`src/rtl/cache_arb_pkg.sv`:
```
// Shared types and widths for the cache-to-memory arbiter and the cacheline adaptor.
// Optional feature macro used by this slice: CACHE_ARB_ROUND_ROBIN_EN.
package cache_arb_pkg;

  localparam int ADDR_W = 32;
  localparam int LINE_W = 256;

  typedef enum logic [1:0] {
    S_IDLE    = 2'd0,
    S_GRANT_I = 2'd1,
    S_GRANT_D = 2'd2
  } arb_state_t;

  typedef enum logic {
    SRC_I = 1'b0,
    SRC_D = 1'b1
  } arb_src_t;

endpackage

```
`src/rtl/cache_mem_arbiter_if.sv`:
```
// Bundle of the I-cache, D-cache and memory-adaptor signals around the arbiter.
// slave = arbiter view, master = environment view (caches plus adaptor).
interface cache_mem_arbiter_if;
  import cache_arb_pkg::*;

  // Handshake: a cache holds its read/write request level until its 1-cycle resp;
  // the arbiter holds mem_read/mem_write and the latched command until the 1-cycle mem_resp.
  logic              i_read;
  logic [ADDR_W-1:0] i_address;
  logic [LINE_W-1:0] i_rdata;
  logic              i_resp;

  logic              d_read;
  logic              d_write;
  logic [ADDR_W-1:0] d_address;
  logic [LINE_W-1:0] d_wdata;
  logic [LINE_W-1:0] d_rdata;
  logic              d_resp;

  logic              mem_read;
  logic              mem_write;
  logic [ADDR_W-1:0] mem_address;
  logic [LINE_W-1:0] mem_wdata;
  logic [LINE_W-1:0] mem_rdata;
  logic              mem_resp;

  modport slave (
    input  i_read, i_address, d_read, d_write, d_address, d_wdata, mem_rdata, mem_resp,
    output i_rdata, i_resp, d_rdata, d_resp, mem_read, mem_write, mem_address, mem_wdata
  );

  modport master (
    output i_read, i_address, d_read, d_write, d_address, d_wdata, mem_rdata, mem_resp,
    input  i_rdata, i_resp, d_rdata, d_resp, mem_read, mem_write, mem_address, mem_wdata
  );

endinterface

```
`src/rtl/cache_arb_pick.sv`:
```
// Combinational winner select between I-cache and D-cache requests.
// CACHE_ARB_ROUND_ROBIN_EN: ties alternate via last_grant; otherwise D-cache wins ties.
module cache_arb_pick
  import cache_arb_pkg::*;
(
  input  logic     i_req,
  input  logic     d_req,
  input  arb_src_t last_grant,
  output logic     grant_valid,
  output arb_src_t grant_src
);

  always_comb begin
    grant_valid = i_req | d_req;
    grant_src   = SRC_I;
`ifdef CACHE_ARB_ROUND_ROBIN_EN
    if (i_req && d_req) begin
      grant_src = (last_grant == SRC_I) ? SRC_D : SRC_I;
    end else if (d_req) begin
      grant_src = SRC_D;
    end
`else
    if (d_req) begin
      grant_src = SRC_D;
    end
`endif
  end

`ifndef CACHE_ARB_ROUND_ROBIN_EN
  // Fixed priority ignores history.
  logic unused_last_grant;
  assign unused_last_grant = last_grant;
`endif

endmodule

```
`src/rtl/cache_mem_arbiter.sv`:
```
// Shares the cacheline memory port between I-cache and D-cache miss engines.
// CACHE_ARB_ROUND_ROBIN_EN selects round-robin ties (default: D-cache priority).
module cache_mem_arbiter
  import cache_arb_pkg::*;
(
  input  logic               clk,
  input  logic               rst,
  cache_mem_arbiter_if.slave bus,
  output arb_state_t         dbg_state_o
);

  arb_state_t        state_q, state_d;
  logic              mem_read_q, mem_read_d;
  logic              mem_write_q, mem_write_d;
  logic [ADDR_W-1:0] addr_q, addr_d;
  logic [LINE_W-1:0] wdata_q, wdata_d;

  logic     i_req, d_req, grant_valid, grant_take;
  arb_src_t grant_src, last_grant;

  assign i_req = bus.i_read;
  assign d_req = bus.d_read | bus.d_write;

  cache_arb_pick u_pick (
    .i_req       (i_req),
    .d_req       (d_req),
    .last_grant  (last_grant),
    .grant_valid (grant_valid),
    .grant_src   (grant_src)
  );

  assign grant_take = (state_q == S_IDLE) && grant_valid;

`ifdef CACHE_ARB_ROUND_ROBIN_EN
  arb_src_t last_grant_q, last_grant_d;

  always_comb begin
    last_grant_d = last_grant_q;
    if (grant_take) last_grant_d = grant_src;
  end

  always_ff @(posedge clk or negedge rst) begin
    if (!rst) last_grant_q <= SRC_I;
    else      last_grant_q <= last_grant_d;
  end

  assign last_grant = last_grant_q;
`else
  assign last_grant = SRC_I;
`endif

  always_ff @(posedge clk or negedge rst) begin
    if (!rst) state_q <= S_IDLE;
    else      state_q <= state_d;
  end

  always_comb begin
    state_d = state_q;
    case (state_q)
      S_IDLE: begin
        if (grant_valid) state_d = (grant_src == SRC_D) ? S_GRANT_D : S_GRANT_I;
      end
      S_GRANT_I, S_GRANT_D: begin
        if (bus.mem_resp) state_d = S_IDLE;
      end
      default: state_d = S_IDLE;
    endcase
  end

  // Command latch: loaded only on grant, so requester changes mid-grant never reach memory.
  // A simultaneous D read+write is illegal and resolves to the write-back.
  always_comb begin
    mem_read_d  = mem_read_q;
    mem_write_d = mem_write_q;
    addr_d      = addr_q;
    wdata_d     = wdata_q;
    if (grant_take) begin
      if (grant_src == SRC_D) begin
        mem_read_d  = bus.d_read & ~bus.d_write;
        mem_write_d = bus.d_write;
        addr_d      = bus.d_address;
        wdata_d     = bus.d_wdata;
      end else begin
        mem_read_d  = 1'b1;
        mem_write_d = 1'b0;
        addr_d      = bus.i_address;
      end
    end else if ((state_q != S_IDLE) && bus.mem_resp) begin
      mem_read_d  = 1'b0;
      mem_write_d = 1'b0;
    end
  end

  always_ff @(posedge clk or negedge rst) begin
    if (!rst) begin
      mem_read_q  <= 1'b0;
      mem_write_q <= 1'b0;
      addr_q      <= '0;
      wdata_q     <= '0;
    end else begin
      mem_read_q  <= mem_read_d;
      mem_write_q <= mem_write_d;
      addr_q      <= addr_d;
      wdata_q     <= wdata_d;
    end
  end

  always_comb begin
    bus.i_resp      = (state_q == S_GRANT_I) && bus.mem_resp;
    bus.d_resp      = (state_q == S_GRANT_D) && bus.mem_resp;
    bus.i_rdata     = bus.mem_rdata;
    bus.d_rdata     = bus.mem_rdata;
    bus.mem_read    = mem_read_q;
    bus.mem_write   = mem_write_q;
    bus.mem_address = addr_q;
    bus.mem_wdata   = wdata_q;
    dbg_state_o     = state_q;
  end

endmodule
```
`src/flat_wrapper.sv`:
```
// flat-port wrapper written by rule: the top's interface ports become plain ports
module cache_mem_arbiter_flat import cache_arb_pkg::*;
  (clk, rst, dbg_state_o, bus_i_read, bus_i_address, bus_d_read, bus_d_write, bus_d_address, bus_d_wdata, bus_mem_rdata, bus_mem_resp, bus_i_rdata, bus_i_resp, bus_d_rdata, bus_d_resp, bus_mem_read, bus_mem_write, bus_mem_address, bus_mem_wdata);
  cache_mem_arbiter_if bus_i ();
  input  logic clk;
  input  logic rst;
  output arb_state_t dbg_state_o;
  input wire logic [$bits(bus_i.i_read)-1:0] bus_i_read;
  input wire logic [$bits(bus_i.i_address)-1:0] bus_i_address;
  input wire logic [$bits(bus_i.d_read)-1:0] bus_d_read;
  input wire logic [$bits(bus_i.d_write)-1:0] bus_d_write;
  input wire logic [$bits(bus_i.d_address)-1:0] bus_d_address;
  input wire logic [$bits(bus_i.d_wdata)-1:0] bus_d_wdata;
  input wire logic [$bits(bus_i.mem_rdata)-1:0] bus_mem_rdata;
  input wire logic [$bits(bus_i.mem_resp)-1:0] bus_mem_resp;
  output wire logic [$bits(bus_i.i_rdata)-1:0] bus_i_rdata;
  output wire logic [$bits(bus_i.i_resp)-1:0] bus_i_resp;
  output wire logic [$bits(bus_i.d_rdata)-1:0] bus_d_rdata;
  output wire logic [$bits(bus_i.d_resp)-1:0] bus_d_resp;
  output wire logic [$bits(bus_i.mem_read)-1:0] bus_mem_read;
  output wire logic [$bits(bus_i.mem_write)-1:0] bus_mem_write;
  output wire logic [$bits(bus_i.mem_address)-1:0] bus_mem_address;
  output wire logic [$bits(bus_i.mem_wdata)-1:0] bus_mem_wdata;
  assign bus_i.i_read = bus_i_read;
  assign bus_i.i_address = bus_i_address;
  assign bus_i.d_read = bus_d_read;
  assign bus_i.d_write = bus_d_write;
  assign bus_i.d_address = bus_d_address;
  assign bus_i.d_wdata = bus_d_wdata;
  assign bus_i.mem_rdata = bus_mem_rdata;
  assign bus_i.mem_resp = bus_mem_resp;
  assign bus_i_rdata = bus_i.i_rdata;
  assign bus_i_resp = bus_i.i_resp;
  assign bus_d_rdata = bus_i.d_rdata;
  assign bus_d_resp = bus_i.d_resp;
  assign bus_mem_read = bus_i.mem_read;
  assign bus_mem_write = bus_i.mem_write;
  assign bus_mem_address = bus_i.mem_address;
  assign bus_mem_wdata = bus_i.mem_wdata;
  cache_mem_arbiter u_core (.clk(clk), .rst(rst), .bus(bus_i), .dbg_state_o(dbg_state_o));
endmodule
```
`config.mk`:
```
export PLATFORM = sky130hd
export DESIGN_NAME = cache_mem_arbiter_flat
export DESIGN_NICKNAME = d
export VERILOG_FILES = /design/src/rtl/cache_arb_pkg.sv /design/src/rtl/cache_mem_arbiter_if.sv /design/src/rtl/cache_arb_pick.sv /design/src/rtl/cache_mem_arbiter.sv /design/src/flat_wrapper.sv
export SDC_FILE = /design/constraint.sdc
export NUM_CORES = 1
export LEC_CHECK = 0
export ABC_CLOCK_PERIOD_IN_PS = 4600
export BUFFER_PORTS_ARGS = -buffer_cell sky130_fd_sc_hd__buf_2
export CAP_MARGIN = 20
export CELL_PAD_IN_SITES_DETAIL_PLACEMENT = 1
export CELL_PAD_IN_SITES_GLOBAL_PLACEMENT = 1
export CORE_AREA = 4 4 539 541
export DETAILED_ROUTE_END_ITERATION = 10
export DIE_AREA = 0 0 543 545
export PLACE_DENSITY = 0.38
export RECOVER_POWER = 100
export SYNTH_ARGS = -nofsm -noshare
export SYNTH_HDL_FRONTEND = slang
export SYNTH_SLANG_ARGS = --single-unit
```
`constraint.sdc`:
```
create_clock -name clk -period 4.6 [get_ports clk]
set_input_delay 0.46 -clock clk [delete_from_list [all_inputs] [get_ports clk]]
set_output_delay 0.46 -clock clk [all_outputs]
set_load 0.005 [all_outputs]
```
* Word level (Yosys, flattened, before mapping)
Cells that the tools add are included.
Word-level totals: word-level logic and storage cells 34, input port bits 582, register bits after elaboration 292
Operators by class: eq/ne operators 4, multiplexer cells 11, bitwise gates (word level) 4, reductions and logical operators 10
Operator list (count):
- $mux W32 | 1
- $mux W1 | 6
- $mux W2 | 3
- $logic_and A1 B1 Y1 | 4
- $pmux W2 S2 | 1
- $reduce_and A2 Y1 | 2
- $reduce_bool A2 Y1 | 2
- $eq A2 B1 Y1 const B | 1
- $eq A2 B2 Y1 const B | 1
- $logic_not A2 Y1 | 1
- $ne A2 B1 Y1 const B | 1
- $ne A2 B2 Y1 const B | 1
- $or A1 B1 Y1 | 2
- $reduce_or A2 Y1 | 1
- $and A1 B1 Y1 | 1
- $not A1 Y1 | 1

* Logic depth before layout (Yosys ltp)
word-level depth 5, gate-level depth with buffers 7, gate-level depth less buffers 5

* Cells and area by module
A second synthesis with hierarchy kept.
Second synthesis, totals: cell total of the unflattened synthesis 1224, area, all modules 15088.2 um^2
By module, submodules not included:
- cache_mem_arbiter | area an instance 15074.5 um^2, seq. area each 7307.0 um^2, cells an instance 1222, times used 1
- cache_arb_pick | area an instance 13.8 um^2, seq. area each 0.0 um^2, cells an instance 2, times used 1

* Worst setup path after synthesis
Ideal clock, no wire load.
kind in2reg, from input port bus_d_write, to register u_core.wdata_q[191] (netlist: u_core.bus.mem_wdata[191]), path buffers 3, setup time 125 ps, slack 2973 ps, stages on the path 5, data required time 4475 ps, data arrival time 1502 ps, cell sequence buf_2 > o21ai_4 > buf_6 > buf_12 > mux2_4
Between the ends: cells in the longest elaborated chain, start to end 4, elaborated cells between the ends (all ways) 5, classes of those cells mux: 1; bitwise: 2; reduce/logical: 2
Ends and longest elaborated chain:
- start, declared | line flat_wrapper.sv:11 | input wire logic [$bits(bus_i.d_write)-1:0] bus_d_write;
- $or A1 B1 Y1 (*) | line cache_mem_arbiter.sv:22 | assign d_req = bus.d_read | bus.d_write;
- $or A1 B1 Y1 | line cache_arb_pick.sv:14 | grant_valid = i_req | d_req;
- $logic_and A1 B1 Y1 | line cache_mem_arbiter.sv:32 | assign grant_take = (state_q == S_IDLE) && grant_valid;
- $reduce_and A2 Y1 (no line) (*)
- end signal, assigned | line cache_mem_arbiter.sv:104 | wdata_q <= wdata_d;
- end, declared | line cache_mem_arbiter.sv:16 | logic [LINE_W-1:0] wdata_q, wdata_d;
Mark *: on every way between the ends. The rest lies on a longest branch, timed or not. A chain may end at the register's enable or synchronous reset.

* Worst setup path after layout
from register u_core.state_q[1] (netlist: u_core.dbg_state_o[1]), to register u_core.wdata_q[2] (netlist: u_core.bus.mem_wdata[2])
Between the ends: cells in the longest elaborated chain, start to end 3
Ends and longest elaborated chain:
- start, declared | line cache_mem_arbiter.sv:12 | arb_state_t state_q, state_d;
- start signal, assigned | line cache_mem_arbiter.sv:54 | else state_q <= state_d;
- $logic_not A2 Y1 | line cache_mem_arbiter.sv:32
- $logic_and A1 B1 Y1 | line cache_mem_arbiter.sv:32
- $reduce_and A2 Y1 (no line)
No other way between the ends.

==> impl_metrics.env <==
export IMPL_status="finished, violations left"
export IMPL_cts_sinks=292
export IMPL_rsz0062_at_grt="false"
export IMPL_highest_layer="met5"
export IMPL_hold_viol_final=0
export IMPL_pre_cts_ws_ps=2020
export IMPL_cp_buffers_inverters=3
export IMPL_clkLatencyLatePin_ps=630
export IMPL_gp_congestion=0.740
export IMPL_crit_path_end_kind="register"
export IMPL_drtIter0Drc=352
export IMPL_critical_path_reg2reg_startpoint="u_core.dbg_state_o[1]"
export IMPL_crit_path_start_kind="register"
export IMPL_crit_type="reg -> reg"
export IMPL_crit_fanout=21
export IMPL_max_slew_margin_rel_pct=-54.8
export IMPL_arrival_ps=3640
export IMPL_min_path_cells=2
export IMPL_dieArea_mm2=0.296
export IMPL_power_density_mw_per_mm2=617
export IMPL_wl_met2_mm=49.5
export IMPL_leakagePower_nw=8.02
export IMPL_drive_above_1_share_pct=31.1
export IMPL_clockBufferDepth=3
export IMPL_cp_cell_sequence="inv_1 -> ha_1 -> o21ai_1 -> buf_12 -> clkbuf_1 -> mux2_1"
export IMPL_syn_cell_area_mm2=0.0163
export IMPL_cts_clk_slew_worst_paths_ps=60
export IMPL_finalCriticalPeriod_ps=3140
export IMPL_grt_pass1_vias=11000
export IMPL_routed_wl_mm=115
export IMPL_die_h_um=545
export IMPL_h_tree_depth=2
export IMPL_max_cap_violations=3
export IMPL_cts_tree="done"
export IMPL_wl_met3_mm=28.0
export IMPL_fp_row_count=196
export IMPL_wl_per_cell_um=21.8
export IMPL_avgViaCountPerCell=1.93
export IMPL_cp_top_family="compound AO/OA/AOI/OAI gates"
export IMPL_dp_cells=5069
export IMPL_syn_nets=1801
export IMPL_drc_errors=0
export IMPL_tns_ps=0
export IMPL_syn_inst=1216
export IMPL_r2r_setup_slack_ps=1460
export IMPL_synth_seq_cells=292
export IMPL_grt_pass1_wl_mm=140
export IMPL_period_share_pct=68.2
export IMPL_vias=10200
export IMPL_globalRouteOverflowTotal=0
export IMPL_initial_core_util_pct=5.72
export IMPL_cts_setup_buffers=0
export IMPL_finClkSkew_ps=20.3
export IMPL_ff2ff_path_depth=6
export IMPL_post_route_worst_setup_slack_ps=1460
export IMPL_cts_buffers=41
export IMPL_finalSetupViolCount=0
export IMPL_timing_rr_end="u_core.bus.mem_wdata[2]"
export IMPL_ir_worst_vdd_v=0.000286
export IMPL_hpwl_mm=102
export IMPL_port_buffers=619
export IMPL_grt_start_max_net_pins=97
export IMPL_min_to="u_core.bus.mem_wdata[209]"
export IMPL_worst_path_largest_cell_delay_ps=1200
export IMPL_slew_violations=80
export IMPL_hp_class="in -> reg"
export IMPL_io_pins=1388
export IMPL_violations="max-capacitance violations, max-slew violations"
export IMPL_yosys_warnings=0
export IMPL_p_total_mw=13.4
export IMPL_die_x_um=543
export IMPL_synth_area_per_cell_um2=13.4
export IMPL_critPathSlowestCell="o21ai_1"
export IMPL_grt_usage_pct=7.42
export IMPL_first_pass_iters=4
export IMPL_nNetsFinal=2097
export IMPL_hp_start="bus_d_wdata[209]"
export IMPL_root_buffer="clkbuf_16"
export IMPL_wl_met1_mm=32.1
export IMPL_core_mm2=0.285
export IMPL_yosysUniqueCellTypes=26
export IMPL_critPathRequiredTime_ps=5110
export IMPL_ys_seq_area_share_pct=44.8
export IMPL_antenna_found_initial=36
export IMPL_timing_fmax_ghz=0.319
export IMPL_worst_pin_slew_ps=2310
export IMPL_holdWs_ps=69.1
export IMPL_area_growth_pct=33.1
export IMPL_final_cell_count_no_fill=5309
export IMPL_drtAntennaViolNets=0
## state kept, by name, indices dropped and copies added (netlist names)
signal,count
u_core.bus.mem_address,32
u_core.bus.mem_read,1
u_core.bus.mem_wdata,256
u_core.bus.mem_write,1
u_core.dbg_state_o,2
## routing by layer
| metal | vias up | GRT usage (%) |
|---|---|---|
| li1 | 4132 | - |
| met1 | 4726 | 5.98 |
| met2 | 1056 | 11.2 |
| met3 | 302 | 8.11 |
| met4 | 4 | 3.59 |
| met5 | - | 0.0974 |
## synth_stat cells (all sizes together)
library cell / number / area [µm²]
nor2b: 1 / 6.26
mux2i: 32 / 320
ha: 3 / 37.5
o22ai: 1 / 6.26
a21oi: 3 / 15.0
nand2: 32 / 120
a22o: 1 / 8.76
nor2: 2 / 15.0
a31o: 1 / 8.76
nor3b: 1 / 7.51
dfrtp: 292 / 7310
buf: 549 / 4440
o31ai: 1 / 12.5
clkbuf: 2 / 7.51
mux2: 256 / 3780
nand2b: 2 / 12.5
o21ai: 33 / 176
and2: 2 / 12.5
inv: 2 / 7.51
## logic make-up (layout without fill, tap and decap cells)
family	Yosys count	in the layout	share of synthesized area, %
other	0	8	0
AND/OR/NAND/NOR	40	40	1.07
multiplexers	288	288	25.2
AO/OA/AOI/OAI	40	40	1.40
adder cells (fa/ha/maj)	3	3	0.230
buffers and inverters	553	876	27.3
flip-flops	292	292	44.8
## layout make-up
class,instances,area [µm²]
flip-flops and latches,292,7310
repair buffers,804,4630
inverters,2,7.51
multi-input cells,371,3700
clock buffers,57,1180
diodes,8,20.0
fillers,33700,263000
well taps,3762,4710
clock inverters,13,156
## through the flow
stage                     area, µm²  util [%]
after global placement        19900      7.00
final                         21700      7.61
after CTS                     22900      8.04
after detailed placement      19900      7.00
after global routing          21700      7.61
after floorplan               16300         -
## cells in the final DEF (no fill, tap or decap), types with 23 or more instances in the layout
master,count
buf_2,358
dfrtp_1,292
clkbuf_1,277
mux2_1,214
dlygate4sd3_1,162
clkbuf_16,42
mux2i_1,32
nand2_1,32
o21ai_0,32
mux2_2,23
## worst max path at each step
stage	startpoint	end	slack (ps)	cells after the start
finish	u_core.dbg_state_o[1]	u_core.bus.mem_wdata[2]	1460	6
global route	u_core.dbg_state_o[1]	u_core.bus.mem_wdata[249]	1170	6
CTS	u_core.dbg_state_o[1]	u_core.bus.mem_wdata[86]	2250	6
detailed placement	bus_d_write	u_core.bus.mem_wdata[86]	2020	5
global placement	bus_d_write	u_core.bus.mem_wdata[39]	2020	5
floorplan	bus_d_write	u_core.bus.mem_wdata[191]	2970	5
## worst reg2reg max path, cell delays in order (launching register included)
cell	delay, ps
dfrtp_1	410
inv_1	100
ha_1	260
o21ai_1	1200
buf_12	300
clkbuf_1	390
mux2_1	370
## repair_timing
item	4_1_cts	5_1_grt
hold buffers	162	0
resized for setup	0	0
hold endpoints to repair	230	0
## power by group
group	switching (mW)	internal, mW
Sequential	0.854	3.91
Combinational	3.34	2.05
Clock	1.34	1.91
Power figures use the tool's default switching activity.
